### config.mk
export PLATFORM = sky130hd
export DESIGN_NAME = i2s_dac_tx_flat
export DESIGN_NICKNAME = d
export VERILOG_FILES = /design/src/rtl/i2s_dac_tx_if.sv /design/src/rtl/i2s_dac_tx.sv /design/src/flat_wrapper.sv
export SDC_FILE = /design/constraint.sdc
export NUM_CORES = 1
export LEC_CHECK = 0
export CAP_MARGIN = 20
export CORE_ASPECT_RATIO = 0.7
export CORE_MARGIN = 2
export CORE_UTILIZATION = 60
export CTS_BUF_LIST = sky130_fd_sc_hd__clkbuf_2 sky130_fd_sc_hd__clkbuf_4 sky130_fd_sc_hd__clkbuf_8
export CTS_CLUSTER_DIAMETER = 120
export DETAILED_ROUTE_END_ITERATION = 16
export GPL_TIMING_DRIVEN = 0
export PLACE_DENSITY = 0.82
export RECOVER_POWER = 25
export SLEW_MARGIN = 25
export SYNTH_ARGS = -nofsm -noshare
export SYNTH_HDL_FRONTEND = slang
export SYNTH_SLANG_ARGS = --single-unit
### constraint.sdc
create_clock -name clk_fast -period 5.3 [get_ports clk_fast]
set_clock_uncertainty 0.1 [all_clocks]
set_input_delay 1.06 -clock clk_fast [delete_from_list [all_inputs] [get_ports clk_fast]]
set_output_delay 1.06 -clock clk_fast [all_outputs]
set_load 0.005 [all_outputs]
### src/rtl/i2s_dac_tx_if.sv
// Sample hand-off between the generator stage and the I2S DAC transmitter.
// The generator drives samples and the transmitter reports frame timing and buffer status.
interface i2s_dac_tx_if #(
    parameter int DATA_W = 24
);
    logic signed [DATA_W-1:0] sample_in;
    logic                     sample_valid;
    logic                     frame_req;
    logic                     underrun;
    logic                     overrun;

    modport master (
        output sample_in,
        output sample_valid,
        input  frame_req,
        input  underrun,
        input  overrun
    );

    modport slave (
        input  sample_in,
        input  sample_valid,
        output frame_req,
        output underrun,
        output overrun
    );
endinterface

### src/rtl/i2s_dac_tx.sv
// Mono I2S transmitter: double-buffers one sample per frame, derives BCLK/LRCK from clk_fast,
// and sends the sample MSB-first in both the left and right slots with the standard one-bit delay.
module i2s_dac_tx #(
    parameter int BCLK_DIV = 4,
    parameter int DATA_W   = 24
) (
    input  logic         clk_fast,
    input  logic         rst,
    i2s_dac_tx_if.slave  smp,
    output logic         aud_bclk,
    output logic         aud_daclrck,
    output logic         aud_dacdat
);
    localparam int DIV_W = $clog2(BCLK_DIV);

    logic [DIV_W-1:0]         div_q, div_d;
    logic                     bclk_q;
    logic [5:0]               bit_q, bit_d;
    logic                     lrck_q;
    logic                     dat_q;
    logic signed [DATA_W-1:0] hold_q;
    logic                     full_q;
    logic signed [DATA_W-1:0] frame_q;

    logic div_wrap;
    logic fall;
    logic latch;

    // Bit of the word for slot s; slot 0 is the I2S delay bit and slots past the word are padding.
    function automatic logic slot_bit(input logic [4:0] s, input logic [DATA_W-1:0] w);
        int                si;
        logic [DATA_W-1:0] sh;
        si = int'(s);
        if (si >= 1 && si <= DATA_W) begin
            sh = w << (si - 1);
            return sh[DATA_W-1];
        end
        return 1'b0;
    endfunction

    always_comb begin
        div_wrap = (div_q == DIV_W'(BCLK_DIV - 1));
        div_d    = div_wrap ? '0 : div_q + 1'b1;
        fall     = div_wrap & bclk_q;
        latch    = fall & (bit_q == 6'd63);
        bit_d    = bit_q + 6'd1;
    end

    assign smp.frame_req = latch;
    assign smp.underrun  = latch & ~smp.sample_valid & ~full_q;
    assign smp.overrun   = smp.sample_valid & full_q & ~latch;

    assign aud_bclk    = bclk_q;
    assign aud_daclrck = lrck_q;
    assign aud_dacdat  = dat_q;

    always_ff @(posedge clk_fast) begin
        if (rst) begin
            div_q   <= '0;
            bclk_q  <= 1'b0;
            bit_q   <= 6'd63;
            lrck_q  <= 1'b0;
            dat_q   <= 1'b0;
            hold_q  <= '0;
            full_q  <= 1'b0;
            frame_q <= '0;
        end else begin
            div_q <= div_d;
            if (div_wrap) begin
                bclk_q <= ~bclk_q;
            end

            // Serial outputs move on BCLK falling edges so the codec sees them stable on the rise.
            if (fall) begin
                bit_q  <= bit_d;
                lrck_q <= bit_d[5];
                dat_q  <= slot_bit(bit_d[4:0], frame_q);
            end

            if (smp.sample_valid) begin
                hold_q <= smp.sample_in;
            end

            // A strobe coinciding with the latch bypasses the holding register.
            if (latch) begin
                full_q <= 1'b0;
                if (smp.sample_valid) begin
                    frame_q <= smp.sample_in;
                end else if (full_q) begin
                    frame_q <= hold_q;
                end
            end else if (smp.sample_valid) begin
                full_q <= 1'b1;
            end
        end
    end
endmodule

### src/flat_wrapper.sv
// flat-port wrapper written by rule: the top's interface ports become plain ports
module i2s_dac_tx_flat 
#(
    parameter int BCLK_DIV = 4,
    parameter int DATA_W   = 24
)
  (clk_fast, rst, aud_bclk, aud_daclrck, aud_dacdat, smp_sample_in, smp_sample_valid, smp_frame_req, smp_underrun, smp_overrun);
  i2s_dac_tx_if #(.DATA_W(DATA_W)) smp_i ();
  input  logic clk_fast;
  input  logic rst;
  output logic aud_bclk;
  output logic aud_daclrck;
  output logic aud_dacdat;
  input wire logic [$bits(smp_i.sample_in)-1:0] smp_sample_in;
  input wire logic [$bits(smp_i.sample_valid)-1:0] smp_sample_valid;
  output wire logic [$bits(smp_i.frame_req)-1:0] smp_frame_req;
  output wire logic [$bits(smp_i.underrun)-1:0] smp_underrun;
  output wire logic [$bits(smp_i.overrun)-1:0] smp_overrun;
  assign smp_i.sample_in = smp_sample_in;
  assign smp_i.sample_valid = smp_sample_valid;
  assign smp_frame_req = smp_i.frame_req;
  assign smp_underrun = smp_i.underrun;
  assign smp_overrun = smp_i.overrun;
  i2s_dac_tx #(.BCLK_DIV(BCLK_DIV), .DATA_W(DATA_W)) u_core (.clk_fast(clk_fast), .rst(rst), .smp(smp_i), .aud_bclk(aud_bclk), .aud_daclrck(aud_daclrck), .aud_dacdat(aud_dacdat));
endmodule
==> metrics.sh <==
FLOORPLAN.DIE.HEIGHT_MICRONS=59.7
GRT.MET2_USAGE=0.427
SETUP_WS_NS=1.59
CTS_ROOT_BUF='clkbuf_8'
CTS_TREE='done'
CTS_MAX_LEVEL=3
VIAS_PER_CELL=5.72
GRT.MET3_USAGE=0.0829
CTS_SETUP_BUFFERS=0
DRT_ITER0_MARKERS=105
FP.COREAREA_SQ_MM=0.00430
CLKSLEWWORSTSETUPHOLDPATHS_NS=0.06
DRT-TOTAL-WL_MICRONS=5890
POWERDENSITY_mW_PER_MM2=324
TOTAL_CONGESTION_OVERFLOW=0
OUTCOME='complete, no violations'
POST_CTS_RESIZE_COUNT=0
AREA_DELTA_SYNTH_FINAL_PCT=23.3
DRIVE_GT1_FRAC=0.100
POST-SYNTH-TOP-AREA-CELL='dfxtp_1'
MAPPEDNETLISTNETS=305
GRT_START_MAX_NET_PINS=11
GRT_ANTENNA_BEFORE_REPAIR=0
TIMING.FMAX_MHz=269
TIMING.FINAL.SETUP_VIOLATIONS=0
FIRST_GLOBAL_VIAS=2077
REGTOREGSETUPSLACK_NS=2.21
LAYOUT.FILLER_CELLS=296
ROUTEDWLPERCELL_MICRONS=15.7
DIE_X_MICRONS=83.5
NUMBER_OF_BUFFERS_ADDED_TO_FIX_HOLD_VIOLATIONS_AFTER_CTS=0
WP_DATA_ARRIVAL_NS=2.55
WORST_R2R_STARTPOINT='u_core.bit_q[0]'
SYNTH_AREA_SQ_MM=0.00266
MINIMUM_CLOCK_PERIOD_NS=3.71
DRT_PRE_ANTENNA_ITERS=5
TIMING_MAX_TRANSITION_VIOLATIONS_FINAL=0
CTS_MAX_PATH_BUFFERS=2
WORST-SETUP-PATH-TYPE='in -> out'
SYNTH_SEQUENTIAL_AREA_RATIO=0.452
FINAL_ANTENNA_NET_COUNT=0
VIAS_POST_DR=2146
PRE_CTS_WS_NS=1.58
PART_OF_THE_CYCLE_THE_WORST_PATH_NEEDS=0.701
CP.REQUIRED_NS=4.14
CRITICAL_PATH.MAX_FANOUT=10
LAYOUT.CELLS.MOST_COMMON='nor2_1'
FLOORPLAN.INITIALDENSITY=0.617
MAXIMUM_VDD_IR_DROP_mV=0.293
HOLD_END='u_core.div_q[0]'
GRT_SETUP_UNREPAIRED='no'
TIMING.CRITICAL_PATH.TO_TYPE='primary output'
USE_MET1=0.318
NETLIST-CELL-TYPE-COUNT=43
INSERTION_DELAY_NS=0.34
LAYOUT.CELLS.MOST_COMMON_LIST='nor2_1, dfxtp_1, clkdlybuf4s50_1, a211oi_1, mux2i_1'
HOLD_VIOL_FINAL=0
ROWS=20
FINAL_NET_COUNT=346
TRITONCTS_NUM_SINKS=60
WORSTMARGINPINSLEW_NS=0.725
FINAL_SUM_OF_NEGATIVE_SETUP_SLACK_NS=0
YS_SEQ_ELEMENTS=60
IOPINCOUNT=33
SYNTHTOPCELLSBYAREA='dfxtp_1, mux2i_1, nor2_1'
DESIGN.DIE.AREA_SQ_MM=0.00498
POWER_LEAKAGE_uW=0.00139
WORSTREG2REGEND='u_core.aud_dacdat'
MAX-CAP-VIOLATIONS=0
POST-SYNTH-TOP-AREA-FRACTION=0.452
MIN-DELAY-PATH-CLASS='reg -> reg'
SYNTH_AREA_PER_CELL_SQ_UM=9.69
INSERTEDDIODECOUNT=0
HOLD_PATH.STARTPOINT='u_core.div_q[0]'
TIMING.REG2REG.WORST_PATH_DEPTH=9
PLACE.GP.CONGESTION=0.899
SYNTH-WARNING-COUNT=0
MIN_DELAY_PATH_DEPTH=1
GRT_MOST_USED_LAYER='met2'
WORSTSETUPSTARTPOINTTYPE='primary input'
POST-ROUTE-DRC-COUNT=0
GRT.TOTAL_USAGE=0.255
CTS_MADE_BUFFERS=9
GRT_FIRST_PASS_WIRELENGTH_MICRONS=9640
IO_BUFFER_COUNT=30
MAXSLEWHEADROOM=0.517
PLACE.DETAILED.HPWL_MICRONS=4110
SYNTH_CELLS=274
[critical path, cell delays in order]
cell	delay (ns)
buf_2	0.25
buf_1	0.50
and3_1	0.24
clkdlybuf4s50_1	0.49
[flip-flops by register name, indices dropped and copies added (netlist names)]
signal and cells:
u_core.hold_q 24, u_core.aud_bclk 1, u_core.full_q 1, u_core.frame_q 24, u_core.aud_dacdat 1, u_core.div_q 2, u_core.bit_q 6, u_core.aud_daclrck 1
[synth_stat cells, drive strengths merged]
cell type and count:
mux2i 25, nor4 1, and4bb 1, and2 1
dfxtp 60, nor3b 2, a21oi 2, a211o 1
o31ai 2, nor2b 2, nand2b 6, and3 3
a222oi 2, o41ai 2, inv 6, xor2 2
o21a 1, or3b 1, nand3b 2, clkbuf 7
mux4 6, a221o 1, nand4 1, buf 16
a211oi 26, ha 4, o21ai 1, a31o 1
nand3 2, a21boi 2, a2bb2oi 2, xnor2 5
nor4b 1, nor3 5, nor2 61, o31a 1
nand2 10
[metal layers]
| layer | share of wire | vias to the layer above |
|---|---|---|
| met4 | 0.016 | 0 |
| met1 | 0.46 | 1013 |
| met2 | 0.47 | 57 |
| met3 | 0.054 | 14 |
| li1 | - | 1062 |
| met5 | 0 | - |
[worst max-delay path by stage]
| stage | endpoint | from | cells after the start | slack [ns] |
|---|---|---|---|---|
| after CTS | smp_overrun | smp_sample_valid | 4 | 1.58 |
| after floorplan | smp_overrun | smp_sample_valid | 3 | 2.22 |
| final | smp_overrun | smp_sample_valid | 4 | 1.59 |
| after detailed placement | smp_overrun | smp_sample_valid | 4 | 1.58 |
| after global routing | smp_underrun | u_core.bit_q[0] | 5 | 1.34 |
| after global placement | smp_overrun | smp_sample_valid | 4 | 1.57 |
[layout make-up]
class                   count  area [sq um]  share of cell area
inverters                   6          22.5             0.00688
clock buffers              12           159              0.0485
plain buffers              23           113              0.0344
well taps                  55          68.8              0.0210
multi-input cells         185          1320               0.402
flip-flops and latches     60          1200               0.367
clock inverters             4          95.1              0.0290
repair buffers             30           300              0.0917
[metrics by stage]
| stage | instance area [sq um] | util | total power, uW | instances | hold slack [ns] |
|---|---|---|---|---|---|
| 2_1_floorplan | 2660 | - | 525 | 274 | 0.298 |
| 3_3_place_gp | 3030 | 0.703 | 555 | 359 | 0.312 |
| 3_5_place_dp | 3030 | 0.703 | 558 | 359 | 0.314 |
| 4_1_cts | 3280 | 0.762 | 1070 | 375 | 0.329 |
| 5_1_grt | 3280 | 0.761 | 1090 | 375 | 0.368 |
| 6_report | 3280 | 0.761 | 1060 | 375 | 0.335 |
[logic make-up (layout without fill, tap and decap cells)]
family	after synthesis	after routing	share of synthesized area
DFF	60	60	0.452
xor gates and xnor gates	7	7	0.0231
and+or+nand+nor	99	99	0.170
adders and majority gates	4	4	0.0188
buffers and inverters	29	75	0.0523
AOI/OAI and AO/OA	44	44	0.130
muxes	31	31	0.154
[where the power goes]
| group | switching (uW) | internal [uW] |
|---|---|---|
| Sequential | 5.65 | 466 |
| Combinational | 37.3 | 39.5 |
| Clock | 169 | 342 |
| Total | 212 | 848 |
(Power assumes the default switching activity.)
